$ cat src/rtl/riscv_lsu_multi_outstanding.sv
// Load-store unit: issues word-aligned memory beats (splitting misaligned accesses in two),
// tracks up to NUM_OUTSTANDING granted beats and returns one registered response per request.
module riscv_lsu_multi_outstanding #(
    parameter int NUM_OUTSTANDING = 2,
    parameter int CNT_W           = $clog2(NUM_OUTSTANDING + 1)
) (
    input  logic             clk_i,
    input  logic             rst_i,
    input  logic             req_valid_i,
    output logic             req_ready_o,
    input  logic             req_we_i,
    input  logic [1:0]       req_type_i,
    input  logic [1:0]       req_sign_ext_i,
    input  logic [31:0]      req_addr_i,
    input  logic [31:0]      req_wdata_i,
    output logic             data_req_o,
    input  logic             data_gnt_i,
    output logic [31:0]      data_addr_o,
    output logic             data_we_o,
    output logic [3:0]       data_be_o,
    output logic [31:0]      data_wdata_o,
    input  logic             data_rvalid_i,
    input  logic             data_err_i,
    input  logic [31:0]      data_rdata_i,
    output logic             resp_valid_o,
    output logic [31:0]      resp_rdata_o,
    output logic             resp_err_o,
    output logic             resp_we_o,
    output logic [CNT_W-1:0] outstanding_o,
    output logic             busy_o
);
    localparam int               PTR_W    = (NUM_OUTSTANDING > 1) ? $clog2(NUM_OUTSTANDING) : 1;
    localparam logic [CNT_W-1:0] MAX_CNT  = CNT_W'(NUM_OUTSTANDING);
    localparam logic [PTR_W-1:0] LAST_PTR = PTR_W'(NUM_OUTSTANDING - 1);

    typedef enum logic {ISSUE1, ISSUE2} state_e;
    typedef enum logic [1:0] {KIND_REG, KIND_FIRST, KIND_SECOND} kind_e;

    typedef struct packed {
        logic [3:0] mask;
        logic [1:0] off;
        logic [1:0] typ;
        logic [1:0] sext;
        logic       we;
        kind_e      kind;
    } trk_t;

    state_e           state_q, state_d;
    trk_t             mem_q [NUM_OUTSTANDING];
    trk_t             mem_d [NUM_OUTSTANDING];
    logic [PTR_W-1:0] wr_ptr_q, wr_ptr_d, rd_ptr_q, rd_ptr_d;
    logic [CNT_W-1:0] count_q, count_d;
    logic [31:0]      partial_q, partial_d;
    logic             err_acc_q, err_acc_d;
    logic             resp_valid_q, resp_valid_d;
    logic [31:0]      resp_rdata_q, resp_rdata_d;
    logic             resp_err_q, resp_err_d;
    logic             resp_we_q, resp_we_d;

    logic [1:0]  off;
    logic [4:0]  rot_sh;
    logic [3:0]  base_be;
    logic [7:0]  be8;
    logic        misaligned;
    logic        not_full;
    logic        push;
    logic        pop;
    trk_t        push_entry;
    trk_t        head;
    logic [31:0] masked;
    logic [31:0] lo;
    logic [31:0] d;
    logic        ext;
    logic        err_now;

    always_comb begin
        off    = req_addr_i[1:0];
        rot_sh = {off, 3'b000};
        if (req_type_i[1]) begin
            base_be = 4'b0001;
        end else if (req_type_i[0]) begin
            base_be = 4'b0011;
        end else begin
            base_be = 4'b1111;
        end
        be8          = {4'b0000, base_be} << off;
        misaligned   = ((req_type_i == 2'b00) && (off != 2'b00)) ||
                       ((req_type_i == 2'b01) && (off == 2'b11));
        data_wdata_o = (req_wdata_i << rot_sh) | (req_wdata_i >> (6'd32 - {1'b0, rot_sh}));
        data_we_o    = req_we_i;
    end

    // Issue FSM: the second beat of a split is already committed, so it ignores req_valid_i.
    always_comb begin
        state_d         = state_q;
        not_full        = count_q < MAX_CNT;
        data_req_o      = 1'b0;
        req_ready_o     = 1'b0;
        data_addr_o     = {req_addr_i[31:2], 2'b00};
        data_be_o       = be8[3:0];
        push_entry.mask = be8[3:0];
        push_entry.off  = off;
        push_entry.typ  = req_type_i;
        push_entry.sext = req_sign_ext_i;
        push_entry.we   = req_we_i;
        push_entry.kind = misaligned ? KIND_FIRST : KIND_REG;
        case (state_q)
            ISSUE1: begin
                data_req_o = req_valid_i && not_full;
                if (data_req_o && data_gnt_i) begin
                    if (misaligned) begin
                        state_d = ISSUE2;
                    end else begin
                        req_ready_o = 1'b1;
                    end
                end
            end
            ISSUE2: begin
                data_req_o      = not_full;
                data_addr_o     = {req_addr_i[31:2], 2'b00} + 32'd4;
                data_be_o       = be8[7:4];
                push_entry.mask = be8[7:4];
                push_entry.kind = KIND_SECOND;
                if (data_req_o && data_gnt_i) begin
                    req_ready_o = 1'b1;
                    state_d     = ISSUE1;
                end
            end
            default: state_d = ISSUE1;
        endcase
    end

    always_comb begin
        push     = data_req_o && data_gnt_i;
        pop      = data_rvalid_i && (count_q != '0);
        mem_d    = mem_q;
        wr_ptr_d = wr_ptr_q;
        rd_ptr_d = rd_ptr_q;
        if (push) begin
            mem_d[wr_ptr_q] = push_entry;
            wr_ptr_d        = (wr_ptr_q == LAST_PTR) ? '0 : wr_ptr_q + 1'b1;
        end
        if (pop) begin
            rd_ptr_d = (rd_ptr_q == LAST_PTR) ? '0 : rd_ptr_q + 1'b1;
        end
        count_d = count_q + CNT_W'(push) - CNT_W'(pop);
    end

    always_comb begin
        head = mem_q[rd_ptr_q];
        for (int i = 0; i < 4; i++) begin
            masked[8*i +: 8] = data_rdata_i[8*i +: 8] & {8{head.mask[i]}};
        end
        lo      = masked >> {head.off, 3'b000};
        d       = lo;
        err_now = data_err_i;
        if (head.kind == KIND_SECOND) begin
            d       = partial_q | (masked << {3'd4 - {1'b0, head.off}, 3'b000});
            err_now = err_acc_q | data_err_i;
        end
        case (head.sext)
            2'b00:   ext = 1'b0;
            2'b10:   ext = 1'b1;
            default: ext = head.typ[1] ? d[7] : d[15];
        endcase
        if (head.typ[1]) begin
            d[31:8] = {24{ext}};
        end else if (head.typ[0]) begin
            d[31:16] = {16{ext}};
        end

        partial_d    = partial_q;
        err_acc_d    = err_acc_q;
        resp_valid_d = 1'b0;
        resp_rdata_d = resp_rdata_q;
        resp_err_d   = resp_err_q;
        resp_we_d    = resp_we_q;
        if (pop) begin
            if (head.kind == KIND_FIRST) begin
                partial_d = lo;
                err_acc_d = data_err_i;
            end else begin
                resp_valid_d = 1'b1;
                resp_rdata_d = head.we ? 32'd0 : d;
                resp_err_d   = err_now;
                resp_we_d    = head.we;
            end
        end
    end

    always_ff @(posedge clk_i) begin
        mem_q <= mem_d;
    end

    always_ff @(posedge clk_i) begin
        if (rst_i) begin
            state_q      <= ISSUE1;
            wr_ptr_q     <= '0;
            rd_ptr_q     <= '0;
            count_q      <= '0;
            partial_q    <= '0;
            err_acc_q    <= 1'b0;
            resp_valid_q <= 1'b0;
            resp_rdata_q <= '0;
            resp_err_q   <= 1'b0;
            resp_we_q    <= 1'b0;
        end else begin
            state_q      <= state_d;
            wr_ptr_q     <= wr_ptr_d;
            rd_ptr_q     <= rd_ptr_d;
            count_q      <= count_d;
            partial_q    <= partial_d;
            err_acc_q    <= err_acc_d;
            resp_valid_q <= resp_valid_d;
            resp_rdata_q <= resp_rdata_d;
            resp_err_q   <= resp_err_d;
            resp_we_q    <= resp_we_d;
        end
    end

    assign resp_valid_o  = resp_valid_q;
    assign resp_rdata_o  = resp_rdata_q;
    assign resp_err_o    = resp_err_q;
    assign resp_we_o     = resp_we_q;
    assign outstanding_o = count_q;
    assign busy_o        = (count_q != '0) || data_req_o || resp_valid_q;
endmodule

$ cat config.mk
export PLATFORM = sky130hd
export DESIGN_NAME = riscv_lsu_multi_outstanding
export DESIGN_NICKNAME = d
export VERILOG_FILES = /design/src/rtl/riscv_lsu_multi_outstanding.sv
export SDC_FILE = /design/constraint.sdc
export NUM_CORES = 1
export LEC_CHECK = 0
export CELL_PAD_IN_SITES_DETAIL_PLACEMENT = 0
export CELL_PAD_IN_SITES_GLOBAL_PLACEMENT = 1
export CORE_UTILIZATION = 34
export DETAILED_ROUTE_END_ITERATION = 8
export GPL_TIMING_DRIVEN = 0
export PLACE_DENSITY = 0.86
export SETUP_SLACK_MARGIN = 0.3
export SLEW_MARGIN = 20
export SYNTH_ARGS = -nofsm -noshare
export SYNTH_HDL_FRONTEND = slang
export SYNTH_SLANG_ARGS = --single-unit
$ cat constraint.sdc
create_clock -name clk_i -period 4.5 [get_ports clk_i]
set_input_delay 0.9 -clock clk_i [delete_from_list [all_inputs] [get_ports clk_i]]
set_output_delay 0.9 -clock clk_i [all_outputs]
set_load 0.02 [all_outputs]
* After elaboration in Yosys (flattened, before gate mapping)
Cells that the tools add are included.
Storage, ports and cells: flip-flop bits (word level) 99, input port bits 107, output and inout bits 109, word-level logic and storage cells 105
Operators by class: add/sub/neg operators 7, $lt $le $gt $ge 4, equal/unequal tests 5, shifts and indexed selects 5, mux-type cells 32, bitwise logic cells 12, reductions and logical operators 18
Operator list (number):
- 2-to-1 mux 32 bit | 3
- OR 32 bit | 2
- 2-to-1 mux 13 bit | 4
- adder 32 x 3 -> 32 bit (second input constant) | 1
- AND 8 bit | 4
- 2-to-1 mux 16 bit | 2
- << shifter 32 x 5 -> 32 bit | 1
- << shifter 32 x 6 -> 32 bit | 1
- right shift 32 x 5 -> 32 bit | 1
- right shift 32 x 6 -> 32 bit | 1
- bitwise mux 26 bit | 1
- demux 13 bit (select 1 bit) | 1
- 2-to-1 mux 1 bit | 12
- 2-to-1 mux 4 bit | 3
- logical AND 1 bit | 8
- 2-to-1 mux 8 bit | 1
- one-hot mux 1 bit (2 select lines) | 4
- << shifter 4 x 2 -> 8 bit | 1
- equality test 2 bit (second input constant) | 3
- subtractor 6 x 5 -> 6 bit (first input constant) | 1
- equality test 2 x 1 -> 1 bit (second input constant) | 2
- >= comparator 2 bit (second input constant) | 2
- zero test 2 bit | 2
- NOT 1 -> 2 bit | 2
- other kinds (13) | 20

* Longest topological paths before layout
Gate-level depths: netlist (run 1).
word-level depth 13, mapped depth 13, mapped depth without buffers 9

* Least setup slack after synthesis (run 1)
Ideal clock, no wire load.
kind input-to-output, from input req_addr_i[0], to output data_wdata_o[14], arrival time 3.569 ns, required time 3.600 ns, path slack 0.031 ns, cell stages on the path 11, path buffers 5, cell sequence clkbuf_1 -> clkinv_1 -> clkbuf_1 -> ha_1 -> clkbuf_1 -> or2_2 -> clkbuf_1 -> a21oi_1 -> clkbuf_1 -> a22oi_1 -> o21ai_0
On the way: cells in the longest elaborated chain, start to end 3, elaborated cells between the ends (all ways) 4, classes of those cells add/sub (1); shift (2); bitwise (1)
RTL lines:
- from (decl) | line 14 | input logic [31:0] req_addr_i,
- subtractor 6 x 5 -> 6 bit | line 89 | data_wdata_o = (req_wdata_i << rot_sh) | (req_wdata_i >> (6'd32 - {1'b0, rot_sh}));
- right shift 32 x 6 -> 32 bit | line 89
- OR 32 bit * | line 89
- to (decl) | line 21 | output logic [31:0] data_wdata_o,
Every way passes the cells marked *; elsewhere a longest branch is shown, timed or not.

* Worst setup path after layout (run 1)
from input req_addr_i[1], to output data_wdata_o[0]
Same word-level chain as after synthesis.

==> flow_metrics.py, run 1 <==
metrics = {
    "outcome": {
        "status": "finished, violations left",
        "violations": "design-rule violations",
    },
    "cts": {
        "cts_root_buffer": "clkbuf_16",
        "clk_pin_slew_ps": 60,
        "clock_path_buffers": 2,
        "cts_made_buffers": 9,
        "postCtsHoldBufs": 0,
        "insertion_delay_ps": 360,
        "clock_sinks": 99,
        "tritoncts": "built",
        "h-tree-depth": 3,
    },
    "pwr": {
        "finalPower_mw": 3.76,
        "power.share.switching_pct": 43.2,
        "power.static_leakage_nw": 3.57,
        "p_comb_share_pct": 51.9,
        "internal_power_mw": 2.14,
        "ir_drop_mv": 0.208,
        "clock_power_share_pct": 20.3,
        "p_seq_share_pct": 27.8,
        "powerDensity_nw_per_um2": 379,
        "p_sw_mw": 1.62,
    },
    "routing": {
        "vias_per_cell": 5.75,
        "post_drt_wl_per_cell_um": 19.9,
        "drtIter0Drc": 578,
        "totalWireLength_um": 28100,
        "drc": 2,
        "first_pass_iters": 8,
        "ant_nets": 0,
        "route.vias.total": 8108,
    },
    "synthesis": {
        "synth_area_leaders": "dfxtp_1, edfxtp_1, a21oi_1",
        "syn_area_per_cell_um2": 7.76,
        "synth.distinct_cells": 67,
        "ys_top_cells_by_count": "nand2_1, a21oi_1, nor2_1, dfxtp_1, clkbuf_1",
        "synth_largest_area_cell": "dfxtp_1",
        "synth-seq-area-share_pct": 32.1,
        "yosys_warnings": 0,
        "ys_ff_latch": 99,
        "syn_inst": 900,
        "async_flop_share_pct": 0,
        "synth-edff-count": 26,
        "yosysMostFrequentCell": "nand2_1",
        "synth_area_um2": 6990,
        "synthFlopType": "dfxtp_1",
        "synth_top_area_share_pct": 20.9,
    },
    "placement": {
        "dp_slack_ps": -1710,
        "port_buffers": 213,
        "dp.final_hpwl_um": 21800,
        "placed_area_um2": 9460,
        "gp_congestion": 0.962,
        "dpl.cell_count": 1384,
    },
    "floorplan": {
        "core_um2": 20200,
        "die_width_um": 145,
        "rows": 52,
        "fp.dieArea_um2": 21100,
        "die_h_um": 145,
        "ioPinCount": 216,
        "start_util_pct": 34.6,
    },
    "sta": {
        "hold_viol": 0,
        "timing.final.crit_share_pct": 91.4,
        "fin_ws_ps": 386,
        "finalSetupTns_ps": 0,
        "fin_crit_ps": 4110,
        "worst_slew_pin_slew_ps": 774,
        "slew_viol_final": 0,
        "skew_ps": 10.5,
        "rsz0062_at_grt": "yes",
        "hold_slack_ps": 448,
        "fmax_ghz": 0.243,
        "setup_viol": 0,
        "relSlewSlack_pct": 48.4,
    },
    "worst_setup_path": {
        "rrSetupSlack_ps": 700,
        "cp-end-kind": "output pin",
        "crit_fanout": 10,
        "crit_arrival_ps": 3210,
        "crit_required_ps": 3600,
        "worstSetupPathType": "in -> out",
        "cp-start-kind": "primary input",
    },
    "global_route": {
        "grt_pass1_wl_um": 43200,
        "grt_overflow_total": 0,
        "antenna_found_initial": 0,
        "grt_max_degree": 17,
        "first_global_vias": 7704,
        "track_usage_pct": 26.1,
    },
    "final_layout": {
        "post_route_cells_drive_above_1_share_pct": 10.9,
        "syn_to_final_growth_pct": 42.1,
        "stdcell_count": 1411,
        "design_area_um2": 9930,
        "fin_nets": 1248,
        "post-route-util_pct": 49.2,
    },
    "job": {
        "max_cap_violations": 0,
    },
    "hold_path": {
        "min_path_type": "reg -> reg",
    },
}
[metal layers]
metal / global-route usage, % / share of wire (%) / up-vias
li1: - / - / 3830
met4: 13.6 / 4.4 / 0
met5: 0 / 0 / -
met3: 5.42 / 7.8 / 67
met1: 32.6 / 41 / 3808
met2: 42.4 / 46 / 403
[critical path: stages]
cell and delay, ps:
buf_2 160, clkbuf_16 160, clkinv_4 70, clkbuf_8 180, ha_1 300, clkbuf_8 150
or2_2 260, buf_4 170, a21oi_4 290, buf_8 160, nand2_1 50, o21ai_1 150
buf_4 190
[cell type report]
| cell class | instances | area [um2] |
|---|---|---|
| fill | 1997 | 10200 |
| sequential | 99 | 2240 |
| clock buffer | 12 | 258 |
| antenna | 1 | 2.50 |
| buffer | 74 | 448 |
| inverter | 18 | 75.1 |
| clock inverter | 4 | 30.0 |
| multi-input combinational | 710 | 4410 |
| tap | 270 | 338 |
| timing repair buffer | 223 | 2120 |
[cells in the final DEF (no fill, tap or decap), types with 25 or more instances in the layout]
master           instances
a21oi_1                 97
a221oi_1                27
a22oi_1                 33
buf_2                   26
buf_4                   25
clkbuf_1                37
clkdlybuf4s50_1        168
dfxtp_1                 73
edfxtp_1                26
nand2_1                102
nand3_1                 33
nor2_1                  84
o21ai_0                 40
xnor2_1                 25
[worst paths after layout]
path,from,endpoint,cells after the start
min reg2reg,resp_rdata_o[21],resp_rdata_o[21],2
max reg2reg,rd_ptr_q,resp_rdata_o[29],11
min,resp_rdata_o[21],resp_rdata_o[21],2
max,req_addr_i[1],data_wdata_o[0],13
[power groups by stage]
stage	Sequential [mW]	Combinational, mW	Clock [mW]
floorplan	1.11	1.12	0
global placement	1.06	1.91	0
detailed placement	1.07	1.91	0
CTS	1.05	1.92	0.779
global route	1.06	2.09	0.813
finish	1.05	1.95	0.764
[sequential cells by signal, summed over array words and instances, names as in the netlist]
signal	count
resp_rdata_o	32
mem_q	26
err_acc_q	1
resp_err_o	1
wr_ptr_q	1
outstanding_o	2
partial_q	32
resp_we_o	1
state_q	1
resp_valid_o	1
rd_ptr_q	1
[cells by family after synthesis]
group / after synthesis / share of synthesized area [%]
AO/OA/AOI/OAI: 351 / 33.5
AND/OR/NAND/NOR: 291 / 19.0
flip-flops: 99 / 32.1
buffers and inverters: 92 / 6.00
XOR/XNOR: 33 / 4.14
multiplexers: 27 / 4.08
adder cells (fa/ha/maj): 6 / 1.07
other: 1 / 0.0537
[repair_timing]
action                                  in CTS  in global routing
resized for setup                          168                 29
pin swaps                                    4                  1
endpoints found under the hold margin        0                  0
setup buffers                                8                  0
endpoints found under the setup margin      56                 33
gates cloned                                 2                  0
Note: power is estimated with default switching activity, not from simulation.
==> run 2, diff against run 1 <==
--- a/config.mk
+++ b/config.mk
@@ -5,6 +5,7 @@
 export SDC_FILE = /design/constraint.sdc
 export NUM_CORES = 1
 export LEC_CHECK = 0
+export ABC_CLOCK_PERIOD_IN_PS = 4500
 export CELL_PAD_IN_SITES_DETAIL_PLACEMENT = 0
 export CELL_PAD_IN_SITES_GLOBAL_PLACEMENT = 1
 export CORE_UTILIZATION = 34
==> results of run 2 <==
Final layout, timing and power as in run 1 (identical DEF).
==> run 3, diff against run 2 <==
--- a/config.mk
+++ b/config.mk
@@ -17,3 +17,4 @@
 export SYNTH_ARGS = -nofsm -noshare
 export SYNTH_HDL_FRONTEND = slang
 export SYNTH_SLANG_ARGS = --single-unit
+export TNS_END_PERCENT = 10
==> run 3 against run 2 <==
  * The flow still finishes with violations (design-rule violations)
  * Final area is 0.61% higher
  * Critical path depth down 5
  * Power up 0.16%
  * Register-to-register slack about the same
  * Sequential power about the same
  * Clock-buffer cell count did not move
  * Die area unchanged
==> flow_metrics.py, run 3 (synthesized netlist as in run 1, its figures left out) <==
metrics = {
    "worst_setup_path": {
        "cpPeakStageDelay_ps": 630,
        "r2r-end": "resp_rdata_o[29]",
        "crit_fanout": 6,
        "worst_path_max_delay_cell": "clkdlybuf4s50_1",
        "cp-start-kind": "primary input",
        "path_cells": "clkdlybuf4s50_1 -> nand3_2 -> nor4_4 -> nand2_1 -> nor3_4 -> nand3_1 -> xnor2_1 -> clkdlybuf4s50_1",
        "worstSetupPathType": "in -> out",
        "rr_worst_depth": 11,
        "reg2reg_from": "rd_ptr_q",
        "cp-end-kind": "output pin",
        "rrSetupSlack_ps": 700,
        "crit_arrival_ps": 3390,
        "cp_common_cell": "clkdlybuf4s50_1",
        "crit_required_ps": 3600,
    },
    "routing": {
        "ant_nets": 0,
        "vias_per_cell": 5.73,
        "first_pass_iters": 7,
        "totalWireLength_um": 28200,
        "route.vias.total": 8082,
        "post_drt_wl_per_cell_um": 20.0,
        "drtIter0Drc": 586,
        "drc": 1,
    },
    "sta": {
        "hold_viol": 0,
        "worst_slew_pin_slew_ps": 773,
        "rsz0062_at_grt": "yes",
        "slew_viol_final": 0,
        "fmax_ghz": 0.233,
        "skew_ps": 10.3,
        "timing.final.crit_share_pct": 95.4,
        "relSlewSlack_pct": 48.5,
        "setup_viol": 0,
        "fin_crit_ps": 4290,
    },
    "outcome": {
        "violations": "design-rule violations",
        "status": "finished, violations left",
    },
    "placement": {
        "dp.final_hpwl_um": 21800,
        "port_buffers": 213,
        "placed_area_um2": 9460,
        "gp_congestion": 0.962,
    },
    "global_route": {
        "grt_pass1_wl_um": 43200,
        "first_global_vias": 7687,
        "antenna_found_initial": 0,
        "grt_max_degree": 17,
        "track_usage_pct": 26.1,
        "grt_overflow_total": 0,
    },
    "final_layout": {
        "post_route_cells_drive_above_1_share_pct": 10.8,
        "fin_nets": 1249,
        "final_cell_mix": "clkdlybuf4s50_1, nand2_1, a21oi_1, nor2_1, dfxtp_1",
        "antennaDiodeCount": 0,
        "design_area_um2": 9990,
        "mostFrequentLayoutCell": "clkdlybuf4s50_1",
        "syn_to_final_growth_pct": 42.9,
    },
    "hold_path": {
        "min_path_type": "reg -> reg",
        "min_path_cells": 2,
        "hold_end": "resp_rdata_o[21]",
        "min_from": "resp_rdata_o[21]",
    },
    "floorplan": {
        "start_util_pct": 34.6,
        "core_um2": 20200,
        "die_width_um": 145,
        "die_h_um": 145,
        "ioPinCount": 216,
        "rows": 52,
        "fp.dieArea_um2": 21100,
    },
    "pwr": {
        "finalPower_mw": 3.77,
        "powerDensity_nw_per_um2": 377,
        "power.static_leakage_nw": 3.54,
        "ir_drop_mv": 0.208,
    },
    "cts": {
        "clk_pin_slew_ps": 60,
        "insertion_delay_ps": 360,
        "cts_made_buffers": 9,
        "clock_path_buffers": 2,
        "tritoncts": "built",
        "h-tree-depth": 3,
        "cts_root_buffer": "clkbuf_16",
        "clock_sinks": 99,
    },
    "job": {
        "max_cap_violations": 0,
    },
}
[run 3: cell types whose count changed in the layout (fill, tap and decap cells not counted), moves of 2 or more]
| cell | change |
|---|---|
| clkdlybuf4s15_2 | +12 |
| clkdlybuf4s50_1 | +10 |
| buf_2 | -8 |
| dlygate4sd2_1 | -8 |
| buf_4 | -5 |
| buf_8 | -5 |
| clkbuf_8 | +5 |
| o21ai_0 | +4 |
| o21ai_1 | -4 |
| clkbuf_1 | +2 |
| clkbuf_2 | -2 |
| dlymetal6s2s_1 | -2 |
[run 3: cell type report]
cell class | instances | area [um2]
clock buffers | 12 | 258
flip-flops and latches | 99 | 2240
clock inverters | 4 | 30.0
fillers | 1991 | 10200
multi-input cells | 710 | 4410
inverters | 18 | 73.8
repair buffers | 224 | 2200
plain buffers | 74 | 442
well taps | 270 | 338
[run 3: how the worst max path moves through the flow]
stage                  start          endpoint  slack [ps]  cells past startpoint
2_1_floorplan  req_addr_i[0]  data_wdata_o[14]         240                     11
3_3_place_gp   req_addr_i[1]   data_wdata_o[8]       -1770                     13
3_5_place_dp   req_addr_i[1]   data_wdata_o[8]       -1710                     13
4_1_cts        req_addr_i[2]   data_addr_o[26]         140                      9
5_1_grt        req_addr_i[0]   data_wdata_o[4]          40                     13
6_report       req_addr_i[4]   data_addr_o[29]         210                      8
[run 3: what timing repair did]
action / CTS / global route
buffers inserted: 5 / 4
endpoints found under the setup margin: 56 / 44
pin swaps: 2 / 2
cloned: 2 / 0
resized for setup: 150 / 4
hold buffers: 0 / 0
[run 3: power breakdown]
group / switching, mW / total (mW) / internal [mW]
Combinational: 1.22 / 1.96 / 0.734
Clock: 0.352 / 0.764 / 0.411
Sequential: 0.0472 / 1.05 / 0.999
Total: 1.62 / 3.77 / 2.14
[run 3: critical path: cells and delay by family]
family | cells | cell delay [ps]
AND/OR/NAND/NOR | 5 | 1120
buffers and inverters | 2 | 1190
XOR/XNOR | 1 | 160
[run 3: layer usage]
layer	track usage (%)	vias to the layer above	routed length, um
li1	-	3832	-
met1	32.6	3787	11600
met2	42.4	393	13100
met3	5.49	70	2160
met4	13.4	0	1240
met5	0	-	0
[run 3: per-stage QoR]
stage	setup WS, ps	TNS (ps)	util, %	cells	hold WS [ps]
after detailed placement	-1710	-52470	46.9	1384	442
after global routing	35.8	0	49.5	1411	467
final	208	0	49.5	1411	448
after CTS	143	0	49.3	1407	450
after floorplan	235	0	-	901	424
after global placement	-1770	-54020	46.9	1384	433
